===== src/rtl/serial_tx_pkg.sv =====
// serial_tx_pkg: state encoding, receiver select codes and the parity helper
// shared by the serial transmitter and the 4-bit shift-register receiver.
package serial_tx_pkg;

    // Transmitter FSM states. PARITY is reachable only when the parity frame
    // option (SERIAL_TX_PARITY_EN) is compiled in.
    typedef enum logic [1:0] {
        IDLE   = 2'd0,
        SHIFT  = 2'd1,
        PARITY = 2'd2
    } state_t;

    // Receiver select codes; 2'b11 is never driven by the transmitter.
    localparam logic [1:0] SEL_HOLD  = 2'b00;
    localparam logic [1:0] SEL_RIGHT = 2'b01;
    localparam logic [1:0] SEL_LEFT  = 2'b10;

    // Widest word the parity helper accepts. Narrower words are zero-extended,
    // which leaves the XOR reduction unchanged.
    localparam int PARITY_MAX_W = 64;

    // Even parity: the XOR reduction of the word.
    function automatic logic even_parity(input logic [PARITY_MAX_W-1:0] i_word);
        return ^i_word;
    endfunction

endpackage


===== src/rtl/serial_tx.sv =====
// serial_tx: parallel-in, serial-out transmitter feeding a universal shift
// register. A word accepted over in_valid/in_ready is sent one bit per clock
// together with the select code the receiver needs (right shift for LSB first,
// left shift for MSB first), so the receiver ends up holding the word as sent.
// done pulses in the first IDLE cycle after the frame, in which a new word may
// already be accepted. All outputs come straight from flops.
//
// Handshake: a word is transferred on a rising edge where in_valid and
// in_ready are both high. in_ready is high only in IDLE; a producer raising
// in_valid while in_ready is low is ignored and must hold its word.
//
// Optional feature, macro SERIAL_TX_PARITY_EN: an extra PARITY cycle follows
// the data bits, carrying the even parity of the word on ser_out with
// par_valid=1 and sel_out=hold; the par_valid port exists only in that build.
module serial_tx
    import serial_tx_pkg::*;
#(
    parameter int WIDTH = 4
) (
    input  logic             clk,
    input  logic             clear_n,
    input  logic [WIDTH-1:0] in_data,
    input  logic             in_dir,
    input  logic             in_valid,
    output logic             in_ready,
    output logic             ser_out,
    output logic             ser_valid,
    output logic [1:0]       sel_out,
    output logic             done
`ifdef SERIAL_TX_PARITY_EN
    ,
    output logic             par_valid
`endif
);

    localparam int CNT_W = (WIDTH > 1) ? $clog2(WIDTH) : 1;
    localparam logic [CNT_W-1:0] CNT_LAST = CNT_W'(WIDTH - 1);

    // Bit sent at position idx of a frame: LSB first when dir=0, MSB first when dir=1.
    function automatic logic pick_bit(input logic [WIDTH-1:0] i_word,
                                      input logic             i_dir,
                                      input logic [CNT_W-1:0] i_idx);
        if (i_dir) begin
            return i_word[CNT_LAST - i_idx];
        end
        return i_word[i_idx];
    endfunction

    // Receiver select code that matches the sending order.
    function automatic logic [1:0] sel_for(input logic i_dir);
        return i_dir ? SEL_LEFT : SEL_RIGHT;
    endfunction

    // FSM and datapath state
    state_t             r_state;
    logic [CNT_W-1:0]   r_cnt;
    logic [WIDTH-1:0]   r_data;
    logic               r_dir;

    // Registered outputs
    logic               r_in_ready;
    logic               r_ser_out;
    logic               r_ser_valid;
    logic [1:0]         r_sel_out;
    logic               r_done;

    // Next-state values
    state_t             w_state_nxt;
    logic [CNT_W-1:0]   w_cnt_nxt;
    logic [CNT_W-1:0]   w_cnt_inc;
    logic [WIDTH-1:0]   w_data_nxt;
    logic               w_dir_nxt;
    logic               w_in_ready_nxt;
    logic               w_ser_out_nxt;
    logic               w_ser_valid_nxt;
    logic [1:0]         w_sel_out_nxt;
    logic               w_done_nxt;
    logic               w_accept;

`ifdef SERIAL_TX_PARITY_EN
    logic               r_par_valid;
    logic               w_par_valid_nxt;
`endif

    assign w_accept  = in_valid && r_in_ready;
    assign w_cnt_inc = r_cnt + 1'b1;

    // Next state plus the output values for the cycle that follows the edge;
    // outputs default to the idle pattern.
    always_comb begin
        w_state_nxt     = r_state;
        w_cnt_nxt       = r_cnt;
        w_data_nxt      = r_data;
        w_dir_nxt       = r_dir;
        w_in_ready_nxt  = 1'b1;
        w_ser_out_nxt   = 1'b0;
        w_ser_valid_nxt = 1'b0;
        w_sel_out_nxt   = SEL_HOLD;
        w_done_nxt      = 1'b0;
`ifdef SERIAL_TX_PARITY_EN
        w_par_valid_nxt = 1'b0;
`endif
        case (r_state)
            IDLE: begin
                if (w_accept) begin
                    // First bit is presented in the cycle right after the accept.
                    w_state_nxt     = SHIFT;
                    w_cnt_nxt       = '0;
                    w_data_nxt      = in_data;
                    w_dir_nxt       = in_dir;
                    w_in_ready_nxt  = 1'b0;
                    w_ser_valid_nxt = 1'b1;
                    w_sel_out_nxt   = sel_for(in_dir);
                    w_ser_out_nxt   = pick_bit(in_data, in_dir, '0);
                end
            end
            SHIFT: begin
                if (r_cnt == CNT_LAST) begin
                    w_cnt_nxt = '0;
`ifdef SERIAL_TX_PARITY_EN
                    w_state_nxt     = PARITY;
                    w_in_ready_nxt  = 1'b0;
                    w_par_valid_nxt = 1'b1;
                    w_ser_out_nxt   = even_parity(PARITY_MAX_W'(r_data));
`else
                    w_state_nxt = IDLE;
                    w_done_nxt  = 1'b1;
`endif
                end else begin
                    w_cnt_nxt       = w_cnt_inc;
                    w_in_ready_nxt  = 1'b0;
                    w_ser_valid_nxt = 1'b1;
                    w_sel_out_nxt   = sel_for(r_dir);
                    w_ser_out_nxt   = pick_bit(r_data, r_dir, w_cnt_inc);
                end
            end
`ifdef SERIAL_TX_PARITY_EN
            PARITY: begin
                w_state_nxt = IDLE;
                w_done_nxt  = 1'b1;
            end
`endif
            default: begin
                w_state_nxt = IDLE;
                w_cnt_nxt   = '0;
            end
        endcase
    end

    // State, datapath and output registers; reset aborts any frame in progress.
    always_ff @(posedge clk or negedge clear_n) begin
        if (!clear_n) begin
            r_state     <= IDLE;
            r_cnt       <= '0;
            r_data      <= '0;
            r_dir       <= 1'b0;
            r_in_ready  <= 1'b1;
            r_ser_out   <= 1'b0;
            r_ser_valid <= 1'b0;
            r_sel_out   <= SEL_HOLD;
            r_done      <= 1'b0;
`ifdef SERIAL_TX_PARITY_EN
            r_par_valid <= 1'b0;
`endif
        end else begin
            r_state     <= w_state_nxt;
            r_cnt       <= w_cnt_nxt;
            r_data      <= w_data_nxt;
            r_dir       <= w_dir_nxt;
            r_in_ready  <= w_in_ready_nxt;
            r_ser_out   <= w_ser_out_nxt;
            r_ser_valid <= w_ser_valid_nxt;
            r_sel_out   <= w_sel_out_nxt;
            r_done      <= w_done_nxt;
`ifdef SERIAL_TX_PARITY_EN
            r_par_valid <= w_par_valid_nxt;
`endif
        end
    end

    assign in_ready  = r_in_ready;
    assign ser_out   = r_ser_out;
    assign ser_valid = r_ser_valid;
    assign sel_out   = r_sel_out;
    assign done      = r_done;
`ifdef SERIAL_TX_PARITY_EN
    assign par_valid = r_par_valid;
`endif

endmodule


===== config.mk =====
export PLATFORM = sky130hd
export DESIGN_NAME = serial_tx
export DESIGN_NICKNAME = d
export VERILOG_FILES = /design/src/rtl/serial_tx_pkg.sv /design/src/rtl/serial_tx.sv
export SDC_FILE = /design/constraint.sdc
export NUM_CORES = 1
export LEC_CHECK = 0
export CORE_MARGIN = 5
export CORE_UTILIZATION = 47
export CTS_CLUSTER_DIAMETER = 120
export DETAILED_ROUTE_END_ITERATION = 8
export PLACE_DENSITY = 0.75
export SYNTH_ARGS = -nofsm -noshare
export SYNTH_HDL_FRONTEND = slang
export SYNTH_SLANG_ARGS = --single-unit
export TNS_END_PERCENT = 20

===== constraint.sdc =====
create_clock -name clk -period 1.7 [get_ports clk]
set_input_delay 0.34 -clock clk [delete_from_list [all_inputs] [get_ports clk]]
set_output_delay 0.34 -clock clk [all_outputs]
set_load 0.02 [all_outputs]

* After elaboration in Yosys (flattened, before gate mapping)
Index checks and enable logic that the tools add are counted.
Storage, ports and cells: flip-flop bits (word level) 15, bits in latches 0, bits in writable memories 0, ROM bits 0, input port bits 8, output and inout bits 6, word-level logic and storage cells 56, memories kept 0
Cells by class: add/subtract/negate cells 2, multipliers 0, divide/modulo/power cells 0, $lt $le $gt $ge 2, equal/unequal tests 4, shifts and indexed selects 0, muxes and demuxes 35, bitwise operators 0, reduce and logical (&&, ||, !) cells 4
Operator list (count):
- 1-bit 2-to-1 mux | 19
- 2-bit 2-to-1 mux | 8
- 2-bit case mux with 2 select lines | 3
- 2-bit by 3-bit less-than comparator with 1-bit output (second input constant) | 2
- 1-bit case mux with 2 select lines | 3
- 1-bit binary-select mux with 2-bit select | 2
- 2-bit inequality test (second input constant) | 2
- 2-bit AND reduction | 2
- 2-bit by 1-bit adder with 2-bit output (second input constant) | 1
- 2-bit by 1-bit equality test with 1-bit output (second input constant) | 1
- 2-bit equality test (second input constant) | 1
- 2-bit logical NOT | 1
- 2-bit subtractor (first input constant) | 1
- 1-bit logical AND | 1

* Logic depth before layout (Yosys ltp)
Gate-level depths: netlist (run 1).
depth after elaboration 8, mapped depth 6, depth with buffers taken out 5

* Worst setup path after synthesis (run 1)
Ideal clock, no wire load.
kind flip-flop to flip-flop, start point reg r_cnt[0], end point reg r_ser_out (netlist: ser_out), setup time 0.128 ns, arrival time 1.458 ns, required time 1.572 ns, setup slack 0.114 ns, cell stages (with the launch flop) 6, buffers on the path 1, clock period less this slack 1.586 ns, cells stage by stage dfrtp_1 ha_1 buf_6 mux2_4 o311ai_2 o22ai_1
On the way: word-level cells in the longest chain between the ends 8, elaborated cells on any way between the ends 11, classes of those cells add/sub (2); eq/ne (1); mux (8)
RTL lines:
- start: declaration | line serial_tx.sv:56 | logic [CNT_W-1:0] r_cnt;
- start signal: assignment | line serial_tx.sv:167 | r_cnt <= w_cnt_nxt;
- 2-bit by 1-bit adder with 2-bit output | line serial_tx.sv:86 | assign w_cnt_inc = r_cnt + 1'b1;
- 2-bit subtractor | line serial_tx.sv:44 | return i_word[CNT_LAST - i_idx];
- 1-bit binary-select mux with 2-bit select | line serial_tx.sv:44
- 1-bit 2-to-1 mux (not written as such) | line serial_tx.sv:44
- 1-bit 2-to-1 mux | line serial_tx.sv:43 | if (i_dir) begin
- 1-bit 2-to-1 mux | line serial_tx.sv:46 | return i_word[i_idx];
- 1-bit 2-to-1 mux (*) | line serial_tx.sv:118 | if (r_cnt == CNT_LAST) begin
- 1-bit case mux with 2 select lines (*) | line serial_tx.sv:103 | case (r_state)
- net w_ser_out_nxt | line serial_tx.sv:74 | logic w_ser_out_nxt;
- end signal: assignment | line serial_tx.sv:171 | r_ser_out <= w_ser_out_nxt;
- end: declaration | line serial_tx.sv:62 | logic r_ser_out;
The timed path passes the listed nets; every way through them passes the cells marked *. The select of a mux whose other input is x is not followed. A chain may end at the register's enable or synchronous reset.

* Worst setup path in the final report (run 1)
start point reg r_cnt[1], end point reg r_ser_out (netlist: ser_out)
Same word-level chain as after synthesis.

==> results of run 1 <==
[worst min path at each step]
stage                     startpoint        end  slack [ps]  cells after the start
after detailed placement   r_data[2]  r_data[2]         480                      2
after CTS                    clear_n      r_dir         310                      1
after global routing         clear_n    ser_out         330                      1
final                        clear_n  r_data[0]         300                      1
after floorplan              clear_n       done          40                      0
after global placement     r_data[2]  r_data[2]         470                      2
[critical path: stages, from the launching register on]
cell,delay (ps)
dfrtp_1,390
ha_1,440
mux2_4,330
o311ai_2,200
o22ai_1,130
[synth_stat cells]
cell type	count	area [um2]
and2_1	1	6.26
and3b_2	1	10.0
buf_4	1	7.51
nand3_1	1	5.00
o311ai_2	1	16.3
buf_2	1	5.00
mux2i_1	2	20.0
buf_6	1	11.3
mux2_4	1	15.0
inv_1	1	3.75
nand3b_1	1	7.51
a21oi_1	2	10.0
nor2b_1	1	6.26
ha_1	1	12.5
nand2b_1	1	6.26
nand2_1	22	82.6
nor2_1	3	11.3
and3b_1	1	8.76
o22ai_1	3	18.8
dfstp_2	1	26.3
dfrtp_1	13	325
o21ai_0	2	10.0
or2_2	1	6.26
[final cells by class]
| class | count | area (um2) | area share |
|---|---|---|---|
| flip-flops and latches | 14 | 352 | 0.436 |
| multi-input cells | 45 | 253 | 0.313 |
| repair buffers | 15 | 144 | 0.178 |
| clock buffers | 4 | 36.3 | 0.0450 |
| well taps | 15 | 18.8 | 0.0233 |
| inverters | 1 | 3.75 | 0.00465 |
[through the flow]
step           setup WS [ps]  hold WS, ps  total power [mW]  instances  utilization
2_1_floorplan            114         44.4              1.16         63            -
3_3_place_gp             122          474              1.35         90        0.601
3_5_place_dp            79.4          484              1.38         90        0.601
4_1_cts                 69.8          315              1.61         94        0.628
5_1_grt                 19.3          326              1.71         94        0.628
6_report                85.6          302              1.59         94        0.628
[sequential cells by signal, indices dropped and copies added, names as in the netlist]
| name | cells |
|---|---|
| r_cnt | 2 |
| done | 1 |
| in_ready | 1 |
| sel_out | 2 |
| ser_out | 1 |
| r_dir | 1 |
| r_data | 4 |
| r_state | 1 |
| ser_valid | 1 |
[repair_timing]
action                     in CTS  in global routing
setup endpoints to repair       1                  0
resized for setup               1                  0
hold buffers                    0                  0
[cells by family (layout without fill, tap and decap cells)]
logic type               after synthesis  in the layout  synth area share
AND/OR/NAND/NOR                       33             33             0.238
buffers and inverters                  4             20            0.0436
AO/OA/AOI/OAI                          8              8            0.0871
flip-flops                            14             14             0.556
adder cells (fa/ha/maj)                1              1            0.0198
multiplexers                           3              3            0.0554
[metal layers]
metal  GRT usage  vias to the layer above  wire, um
li1            -                      244         -
met4      0.0829                        0        40
met2       0.225                       13       617
met1       0.157                      229       484
met5           0                        -         0
met3      0.0273                        7        65
[report_power, final]
part / switching [mW] / internal [mW] / total, mW
sequential: 0.105 / 0.498 / 0.603
combinational: 0.392 / 0.358 / 0.751
clock: 0.106 / 0.130 / 0.236
==> key figures, run 1 <==
Placement
  – Area post-placement: 772 um2
  – Hpwl dp: approximately 1.0 mm
  – # port buffers: 13
  – GPL Wtd Cong: 0.694

Global routing
  – First-pass GRT wire length: approximately 2.0 mm
  – Gr ovfl total: 0
  – Vias in the first global route: 479
  – Largest net degree at the start of global routing: 10
  – Global router's overall resource usage: 0.135
  – Antenna violations before repair: 0

Setup path
  – Reg2reg path depth: 4
  – Crit. Startpoint: r_cnt[1]
  – FF-to-FF End: ser_out
  – RR Startpoint: r_cnt[1]
  – CP endpoint kind: flop
  – Crit path max fanout: 7
  – Critical path type: flop to flop
  – CP arrival: ~1800 ps
  – Critical Path Sink: ser_out
  – Worst Setup Start Kind: flop
  – Reg-to-reg setup timing slack: ~86 ps
  – Worst EP required: approximately 1900 ps

Cells and area
  – N_diodes: 0
  – Design area: approximately 800 um2
  – Final #Nets: 89
  – Fill cell count: roughly 120
  – Ratio of cells with drive above 1 in the final layout: 0.139
  – Syn-to-layout area delta: 27.7%
  – Most common cell after layout, fill and taps aside: nand2_1
  – Most frequent cells in the layout: nand2_1, dfrtp_1, clkdlybuf4s50_1

Timing
  – Slew Limit Headroom: 0.767
  – Slew @ Worst Pin: about 350 ps
  – Final worst-path cycle share: 0.950
  – RSZ-0062 raised after global routing: false
  – FMAX: roughly 0.62 GHz
  – Fin Setup TNS: 0 ps
  – Final hold violation count: 0
  – Slew Viols, Final: 0
  – Worst-case clock skew: 3.84 ps
  – Setup violators final: 0
  – Min Tclk post-route: between 1500 and 2000 ps

Clock network
  – Setup Fix Bufs, Post-CTS: 0
  – CTS Buf Count: 3
  – CTS tree: built
  – H-Tree Level Count: 1
  – Clock sinks: 14
  – Clk buf depth: 2
  – Reg clk slew, reported paths: around 80 ps
  – Root buf cell: clkbuf_4
  – Worst-Skew Late Latency: between 200 and 300 ps

Detailed routing
  – Wirelength, routed: between 1 and 1.5 mm
  – DRC: 0
  – Vias post-DR: 493
  – Wire per inst: around 13 um
  – Pre-Repair DR Iteration Count: 4
  – Remaining antenna violation count: 0
  – Initial DRC Count: 2
  – Avg Vias per Cell: between 5 and 6

Floorplanning
  – I/O pin count: 14
  – Die width: approximately 47 um
  – Core Region: about 1300 um2
  – Initial core utilization: 0.492
  – DIE AREA: between 2000 and 2500 um2
  – Floorplan row count: 13
  – Chip height: between 40 and 50 um

Pwr
  – Pwr Density: 1970 nW/um2
  – Peak VDD IR: around 1000 uV
  – Leakage: slightly below 0.4 nW

Yosys
  – Synth Instances: 63
  – Synth warn: 0
  – Syn Nets: between 70 and 80
  – Synth cell types: 23
  – Synthesized flop and latch total: 14
  – Post-synthesis area per instance: approximately 10 um2
  – Synth Cell Area: about 630 um2
  – Post-synthesis sequential area ratio: 0.556

Worst hold path
  – Min-delay worst type: primary input to async pin

Run status
  – Outcome: complete, no violations

Run
  – MaxCap Viol Count: 0
Note: power is estimated with default switching activity, not from simulation.
==> inputs of run 2 (changes only) <==
ABC_CLOCK_PERIOD_IN_PS = 1700   (was default)
SLEW_MARGIN = 20   (was default)
==> results of run 2 <==
The final DEF is identical to that of run 1; final timing and power are the same.
